## src/rtl/hwpf_stride_engine.sv

```systemverilog
// Single stride hardware-prefetch engine feeding one port of the prefetch request arbiter.
// Optional HWPF_STRIDE_REARM_EN: on completion the base moves to the last issued line.
package hwpf_stride_engine_pkg;

  localparam int unsigned HPDCACHE_PA_WIDTH   = 49;
  localparam int unsigned HPDCACHE_TID_WIDTH  = 8;
  localparam int unsigned HPDCACHE_WORD_WIDTH = 64;

  typedef enum logic [3:0] {
    HPDCACHE_REQ_LOAD         = 4'h0,
    HPDCACHE_REQ_STORE        = 4'h1,
    HPDCACHE_REQ_CMO_PREFETCH = 4'h8
  } hpdcache_req_op_t;

  typedef struct packed {
    hpdcache_req_op_t                  op;
    logic [HPDCACHE_PA_WIDTH-1:0]      addr;
    logic [HPDCACHE_WORD_WIDTH-1:0]    wdata;
    logic [HPDCACHE_WORD_WIDTH/8-1:0]  be;
    logic [2:0]                        size;
    logic [HPDCACHE_TID_WIDTH-1:0]     tid;
    logic                              need_rsp;
    logic                              uncacheable;
  } hpdcache_req_t;

endpackage

module hwpf_stride_engine
  import hwpf_stride_engine_pkg::*;
#(
  parameter int unsigned HWPF_ID      = 0,
  parameter int unsigned ADDR_WIDTH   = 49,
  parameter int unsigned CLINE_OFFSET = 6,
  parameter int unsigned MAX_INFLIGHT = 4
) (
  input  logic                  clk_i,
  input  logic                  rst_i,
  input  logic                  cfg_we_i,
  input  logic                  cfg_enable_i,
  input  logic [ADDR_WIDTH-1:0] cfg_base_i,
  input  logic [15:0]           cfg_stride_i,
  input  logic [7:0]            cfg_nlines_i,
  input  logic                  snoop_valid_i,
  input  logic [ADDR_WIDTH-1:0] snoop_addr_i,
  output logic                  req_valid_o,
  input  logic                  req_ready_i,
  output hpdcache_req_t         req_o,
  input  logic                  rsp_valid_i,
  output logic                  busy_o,
  output logic                  done_o
);

  localparam int unsigned LW   = ADDR_WIDTH - CLINE_OFFSET;
  localparam int unsigned IFW  = 4;
  localparam int unsigned REMW = 9;

  typedef enum logic [1:0] {S_IDLE, S_ARMED, S_ISSUE, S_DRAIN} state_t;

  state_t          state_q, state_d;
  logic [LW-1:0]   base_q, base_d;
  logic [15:0]     stride_q, stride_d;
  logic [7:0]      nlines_q, nlines_d;
  logic            enable_q, enable_d;
  logic [LW-1:0]   cur_q, cur_d;
  logic [REMW-1:0] rem_q, rem_d;
  logic [IFW-1:0]  inflight_q, inflight_d;
  logic            abort_q, abort_d;
  logic            req_valid_q, req_valid_d;
  logic            busy_q, busy_d;
  logic            done_q, done_d;
  logic            hs, rsp_take, trigger;
`ifdef HWPF_STRIDE_REARM_EN
  logic [LW-1:0]   last_q, last_d;
`endif

  logic unused_ok;
  assign unused_ok = ^{snoop_addr_i[CLINE_OFFSET-1:0], cfg_base_i[CLINE_OFFSET-1:0]};

  assign hs       = req_valid_q & req_ready_i;
  assign rsp_take = rsp_valid_i && (inflight_q != '0);
  assign trigger  = snoop_valid_i && (snoop_addr_i[ADDR_WIDTH-1:CLINE_OFFSET] == base_q);

  // Next-state, counters and registered outputs
  always_comb begin
    state_d    = state_q;
    base_d     = base_q;
    stride_d   = stride_q;
    nlines_d   = nlines_q;
    enable_d   = enable_q;
    cur_d      = cur_q;
    rem_d      = rem_q;
    inflight_d = inflight_q;
    abort_d    = abort_q;
    done_d     = 1'b0;
`ifdef HWPF_STRIDE_REARM_EN
    last_d     = last_q;
`endif

    // A handshake and a response in the same cycle cancel out
    if (hs && !rsp_take)      inflight_d = inflight_q + IFW'(1);
    else if (!hs && rsp_take) inflight_d = inflight_q - IFW'(1);

    unique case (state_q)
      S_IDLE: begin
        if (cfg_we_i && cfg_enable_i) state_d = S_ARMED;
      end
      S_ARMED: begin
        if (cfg_we_i) begin
          if (!cfg_enable_i) state_d = S_IDLE;
        end else if (trigger) begin
          cur_d   = base_q + LW'(stride_q);
          rem_d   = REMW'(nlines_q) + REMW'(1);
          state_d = S_ISSUE;
        end
      end
      S_ISSUE: begin
        if (hs) begin
          cur_d = cur_q + LW'(stride_q);
          rem_d = rem_q - REMW'(1);
`ifdef HWPF_STRIDE_REARM_EN
          last_d = cur_q;
`endif
          if (rem_q == REMW'(1)) state_d = S_DRAIN;
        end
        if (cfg_we_i) begin
          abort_d = 1'b1;
          state_d = S_DRAIN;
        end
      end
      S_DRAIN: begin
        if (cfg_we_i) begin
          abort_d = 1'b1;
        end else if (inflight_q == '0) begin
          done_d  = !abort_q;
          abort_d = 1'b0;
          state_d = enable_q ? S_ARMED : S_IDLE;
`ifdef HWPF_STRIDE_REARM_EN
          if (enable_q && !abort_q) base_d = last_q;
`endif
        end
      end
      default: state_d = S_IDLE;
    endcase

    // Configuration writes are accepted in every state
    if (cfg_we_i) begin
      base_d   = cfg_base_i[ADDR_WIDTH-1:CLINE_OFFSET];
      stride_d = cfg_stride_i;
      nlines_d = cfg_nlines_i;
      enable_d = cfg_enable_i;
    end

    req_valid_d = (state_d == S_ISSUE) && (inflight_d < IFW'(MAX_INFLIGHT));
    busy_d      = (state_d == S_ISSUE) || (state_d == S_DRAIN) || (inflight_d != '0);
  end

  always_ff @(posedge clk_i) begin
    if (rst_i) begin
      state_q     <= S_IDLE;
      base_q      <= '0;
      stride_q    <= '0;
      nlines_q    <= '0;
      enable_q    <= 1'b0;
      cur_q       <= '0;
      rem_q       <= '0;
      inflight_q  <= '0;
      abort_q     <= 1'b0;
      req_valid_q <= 1'b0;
      busy_q      <= 1'b0;
      done_q      <= 1'b0;
`ifdef HWPF_STRIDE_REARM_EN
      last_q      <= '0;
`endif
    end else begin
      state_q     <= state_d;
      base_q      <= base_d;
      stride_q    <= stride_d;
      nlines_q    <= nlines_d;
      enable_q    <= enable_d;
      cur_q       <= cur_d;
      rem_q       <= rem_d;
      inflight_q  <= inflight_d;
      abort_q     <= abort_d;
      req_valid_q <= req_valid_d;
      busy_q      <= busy_d;
      done_q      <= done_d;
`ifdef HWPF_STRIDE_REARM_EN
      last_q      <= last_d;
`endif
    end
  end

  // Request payload comes straight from the current-line register
  always_comb begin
    req_o          = '0;
    req_o.op       = HPDCACHE_REQ_CMO_PREFETCH;
    req_o.addr     = HPDCACHE_PA_WIDTH'({cur_q, {CLINE_OFFSET{1'b0}}});
    req_o.tid      = HPDCACHE_TID_WIDTH'(HWPF_ID);
    req_o.need_rsp = 1'b1;
  end

  assign req_valid_o = req_valid_q;
  assign busy_o      = busy_q;
  assign done_o      = done_q;

endmodule

```

## config.mk

```make
export PLATFORM = sky130hd
export DESIGN_NAME = hwpf_stride_engine
export DESIGN_NICKNAME = d
export VERILOG_FILES = /design/src/rtl/hwpf_stride_engine.sv
export SDC_FILE = /design/constraint.sdc
export NUM_CORES = 1
export LEC_CHECK = 0
export ABC_AREA = 1
export CORE_MARGIN = 2
export CORE_UTILIZATION = 52
export DETAILED_ROUTE_END_ITERATION = 6
export PLACE_DENSITY = 0.87
export SYNTH_ARGS = -nofsm -noshare
export SYNTH_HDL_FRONTEND = slang
export SYNTH_SLANG_ARGS = --single-unit
```

## constraint.sdc

```tcl
create_clock -name clk_i -period 6.1 [get_ports clk_i]
set_clock_uncertainty 0.1 [all_clocks]
set_input_delay 1.83 -clock clk_i [delete_from_list [all_inputs] [get_ports clk_i]]
set_output_delay 1.83 -clock clk_i [all_outputs]
set_load 0.02 [all_outputs]
```

* After elaboration in Yosys (flattened, before gate mapping)
Cells that the tools add are included.
** Operators by class
- Muxes and demuxes :: 25
- Eq/ne operators :: 12
- Bitwise operators :: 3
- Add/subtract/negate cells :: 6
- Reductions and logical operators :: 20
- Magnitude comparators :: 1
** Operators by type and width (count)
- $mux W43 :: 3
- $add A43 B16 Y43 :: 2
- $pmux W43 S2 :: 1
- $eq A43 B43 Y1 :: 1
- $mux W9 :: 3
- $mux W2 :: 9
- $pmux W9 S2 :: 1
- $add A8 B1 Y9 const B :: 1
- $eq A9 B1 Y1 const B :: 1
- $sub A9 B1 Y9 const B :: 1
- $eq A2 B2 Y1 const B :: 4
- $mux W4 :: 2
- $ne A2 B2 Y1 const B :: 4
- $pmux W2 S4 :: 1
- $reduce_bool A4 Y1 :: 2
- $logic_and A1 B1 Y1 :: 6
- $add A4 B1 Y4 const B :: 1
- $logic_not A4 Y1 :: 1
- $lt A4 B3 Y1 const B :: 1
- $mux W1 :: 4
- $reduce_and A4 Y1 :: 1
- $reduce_bool A2 Y1 :: 2
- $reduce_or A4 Y1 :: 1
- $sub A4 B1 Y4 const B :: 1
- 9 further kinds :: 13
** Storage, ports and cells
- Logic and storage cells :: 79
- Flip-flop bits (word level) :: 130
- Output and inout bits :: 141

* Depth between registers and ports, before layout
- Depth in word-level cells :: 8
- Depth in mapped cells :: 23
- Gate-level depth less buffers :: 20

* Worst setup path after synthesis
Ideal clock, no wire load.
- Path type :: input to register
- Start point :: in snoop_valid_i
- End point :: reg cur_q[34]
- Arrival time :: 2.992 ns
- Setup time :: 0.117 ns
- Setup slack :: 2.891 ns
- Stages on the path :: 14
- Required time :: 5.883 ns
- Path through :: inv_1 > nor2_1 > nand2_1 > nor2_1 > nand2_1 > nor2_1 > nand2_1 > nor2_2 > nand2_1 > nand2_1 > nand2_1 > buf_2 > a21oi_1 > nor2_1
** Between the ends
- Longest elaborated chain between the ends :: 3
** RTL lines
- from (decl) :: RTL line 43 : input logic snoop_valid_i,
- $logic_and A1 B1 Y1 :: RTL line 81 : assign trigger = snoop_valid_i && (snoop_addr_i[ADDR_WIDTH-1:CLINE_OFFSET] == base_q);
- $ne A2 B2 Y1 (no source line)
- $reduce_and A4 Y1 (no source line)
- to (signal assigned) :: RTL line 180 : cur_q <= cur_d;
- to (decl) :: RTL line 64 : logic [LW-1:0] cur_q, cur_d;
No other way between the ends.
A chain may end at the register's enable or synchronous reset.

* Final worst setup path
- Start point :: in cfg_we_i
- End point :: reg cur_q[5]
** Between the ends
- Longest elaborated chain between the ends :: 2
** RTL lines
- from (decl) :: RTL line 38 : input logic cfg_we_i,
- $ne A2 B2 Y1 (no source line)
- $reduce_and A4 Y1 (no source line)
No other way between the ends.

==> reports/qor.json <==
{
  "outcome": {"value": "finished, final reports clean"},
  "post_cts_hold_buffer_count": {"value": 0},
  "whs": {"value": 0.352, "unit": "ns"},
  "clk_pwr_share": {"value": 42.4, "unit": "%"},
  "grt-ovfl-total": {"value": 0},
  "multiInputGateArea": {"value": 5160, "unit": "um^2"},
  "area_growth_syn_to_layout": {"value": 22.4, "unit": "%"},
  "net-switching-power": {"value": 877, "unit": "uW"},
  "timing.max_slew.rel_slack": {"value": 37.0, "unit": "%"},
  "detailedPlacementHpwl": {"value": 18.1, "unit": "mm"},
  "io-pin-count": {"value": 270},
  "floorplan.die.height": {"value": 135, "unit": "um"},
  "layout-drive-gt1-share": {"value": 4.47, "unit": "%"},
  "setup.reg_to_reg.worst_slack": {"value": 2.33, "unit": "ns"},
  "cp.arrival": {"value": 4.67, "unit": "ns"},
  "required": {"value": 6.37, "unit": "ns"},
  "routed_wl": {"value": 25.2, "unit": "mm"},
  "sw_frac_of_total": {"value": 31.9, "unit": "%"},
  "layout.area.seq": {"value": 2600, "unit": "um^2"},
  "gr-usage-all-layers": {"value": 27.5, "unit": "%"},
  "power_density": {"value": 250, "unit": "nW/um^2"},
  "fin_crit_sh": {"value": 72.0, "unit": "%"},
  "worstSkewPairLatency": {"value": 0.44, "unit": "ns"},
  "fillerInstances": {"value": 1511},
  "ys_seq_elements": {"value": 130},
  "post-place-cells": {"value": 1805},
  "grt_start_max_net_pins": {"value": 64},
  "yosysWarnings": {"value": 0},
  "worst-path-max-fanout": {"value": 38},
  "rsz_0062_raised_after_global_routing": {"value": "false"},
  "post_cts_resize_count": {"value": 0},
  "drt-wirelength-per-cell": {"value": 13.7, "unit": "um"},
  "max_cap_viol_count": {"value": 0},
  "tightest_slew": {"value": 0.943, "unit": "ns"},
  "mappedNetlistArea": {"value": 8980, "unit": "um^2"},
  "fp.coreArea": {"value": 17100, "unit": "um^2"},
  "final_util": {"value": 64.2, "unit": "%"},
  "drc": {"value": 0},
  "timing.hold.worst.class": {"value": "reg2reg"},
  "detail_route.vias_per_cell": {"value": 5.09},
  "floorplan.die_area": {"value": 18300, "unit": "um^2"},
  "grt_first_pass_wirelength": {"value": 40.4, "unit": "mm"},
  "clock-sinks": {"value": 130},
  "final-setup-viol-count": {"value": 0},
  "routability_congestion_estimate_from_global_placement": {"value": 0.945},
  "sequential_to_total_area_share_from_yosys_stat": {"value": 29.0, "unit": "%"},
  "via_count_of_the_first_global_routing_pass": {"value": 8573},
  "tritoncts": {"value": "done"},
  "placementRows": {"value": 48},
  "grt_antenna_before_repair": {"value": 0},
  "drt_pass1_iterations": {"value": 6},
  "avgSynthCellArea": {"value": 6.14, "unit": "um^2"},
  "period_minus_slack": {"value": 4.39, "unit": "ns"},
  "layout.nets": {"value": 1750},
  "combinationalPowerShare": {"value": 23.2, "unit": "%"},
  "post_synth_num_cell_types": {"value": 43},
  "cts-buffers-inserted": {"value": 17},
  "cts_htree_levels": {"value": 4},
  "final.setup.tns": {"value": 0, "unit": "ns"},
  "drtIter0Drc": {"value": 715},
  "crit_path_start_kind": {"value": "input pin"},
  "drv_slew": {"value": 0},
  "syn_inst": {"value": 1463},
  "critPathCaptureType": {"value": "flip-flop"},
  "finalNonFillerCells": {"value": 1837},
  "p_int": {"value": 1.87, "unit": "mW"},
  "timing.final.hold_violations": {"value": 0},
  "setup.worst_path.class": {"value": "in2reg"},
  "static-leakage-power": {"value": 5.32, "unit": "nW"},
  "vias": {"value": 9349},
  "n_antenna_cell": {"value": 0},
  "irDropWorstVdd": {"value": 0.290, "unit": "mV"},
  "cts.repair_timing.setup_buffer_count": {"value": 0},
  "ctsLongestPathBuffers": {"value": 2},
  "timing.fmax": {"value": 0.228, "unit": "GHz"},
  "antenna_violating_nets_left": {"value": 0},
  "die_width": {"value": 135, "unit": "um"},
  "initial_utilization": {"value": 52.5, "unit": "%"},
  "cts_root_buffer": {"value": "clkbuf_16"},
  "port_buffers": {"value": 162},
  "seqPwrFrac": {"value": 34.4, "unit": "%"},
  "clkTransAtPathRegs": {"value": 0.06, "unit": "ns"}
}
==> through the flow <==
step | total power, mW | cell area [um^2] | setup slack [ns]
floorplan | 1.44 | 9330 | 2.89
global placement | 1.57 | 10300 | 1.40
detailed placement | 1.58 | 10300 | 1.36
CTS | 2.74 | 11000 | 1.76
global route | 2.86 | 11000 | 1.39
finish | 2.75 | 11000 | 1.71
==> synth_stat cells, drive strengths merged <==
cell	number	area share (%)
a21o	1	0.084
nor4	1	0.070
nor2	235	10
dfxtp	130	29
xnor2	18	1.8
inv	163	6.8
clkbuf	33	1.4
o21ai	134	7.5
o21a	1	0.084
a31oi	3	0.21
o31ai	1	0.084
and3	1	0.070
ha	21	2.9
xor2	23	2.2
a2bb2oi	1	0.098
nor3	6	0.50
a22oi	1	0.084
clkinv	1	0.042
and2	2	0.14
nand2	396	17
fa	1	0.22
nand3	77	4.4
a221oi	1	0.098
nand4	15	1.0
o2bb2ai	1	0.098
o21bai	4	0.33
a21oi	69	3.8
conb	2	0.084
buf	113	9.2
nand3b	3	0.25
or2	3	0.21
o22ai	2	0.14
==> logic make-up after synthesis <==
family,after synthesis,synth area share [%]
compound gates,219,12.6
other cells,2,0.0836
xor+xnor,41,4.00
simple gates,739,33.7
buf+inv,310,17.5
flops,130,29.0
fa+ha+maj,22,3.15
==> layer usage <==
layer	wire length (um)	up-vias	track usage [%]
met5	0	-	0
met4	954	0	13.2
met3	1810	71	5.57
met2	11700	391	46.4
met1	10700	4220	33.7
li1	-	4667	-
==> final timing paths <==
check,from,end,cells after the start
worst max-delay path,cfg_we_i,cur_q[5]$_SDFFE_PP0P_,14
worst min-delay path,abort_q$_SDFFE_PP0P_,done_o$_SDFF_PP0_,1
worst max register to register,state_q[0]$_SDFF_PP0_,cur_q[34]$_SDFFE_PP0P_,16
worst min register to register,abort_q$_SDFFE_PP0P_,done_o$_SDFF_PP0_,1
==> power groups by stage <==
stage	combinational (mW)	clock (mW)	sequential [mW]
finish	0.637	1.17	0.943
global route	0.712	1.20	0.950
CTS	0.630	1.16	0.942
detailed placement	0.623	0	0.960
global placement	0.609	0	0.958
floorplan	0.480	0	0.959
==> worst max-delay path: stages <==
cell and delay (ns):
clkdlybuf4s50_1 0.40, buf_4 0.25, nor2_1 0.14, nand2_1 0.05, nor2_1 0.11, nand2_1 0.06
nor2_1 0.10, nand2_1 0.11, nor2_2 0.15, nand3_2 0.20, nand2_2 0.58, buf_4 0.41
o21ai_0 0.14, nor2_1 0.14
==> layout by cell type, fill, tap and decap left out, drive strengths merged, types with 8 or more instances in the layout <==
cell             n
a21oi           69
xor2            23
buf              8
dfxtp          130
nand2          396
conb            95
ha              21
nand3           77
nor2           235
clkbuf          18
xnor2           18
inv            170
clkdlybuf4s50  162
o21ai          134
nand4           15
==> registers in the layout, summed over array words and instances, names as in the netlist <==
register / cells
stride_q: 16
abort_q: 1
req_valid_o: 1
busy_o: 1
state_q: 2
cur_q: 43
enable_q: 1
base_q: 43
nlines_q: 8
done_o: 1
inflight_q: 4
rem_q: 9
==> cell type report <==
type / instances / share of cell area, %
clock buffer: 18 / 3.90
clock inverter: 14 / 2.04
inverter: 164 / 5.60
multi-input combinational: 1116 / 46.9
sequential: 130 / 23.7
tap: 225 / 2.56
timing repair buffer: 170 / 15.3
Note: power is estimated with default switching activity, not from simulation.
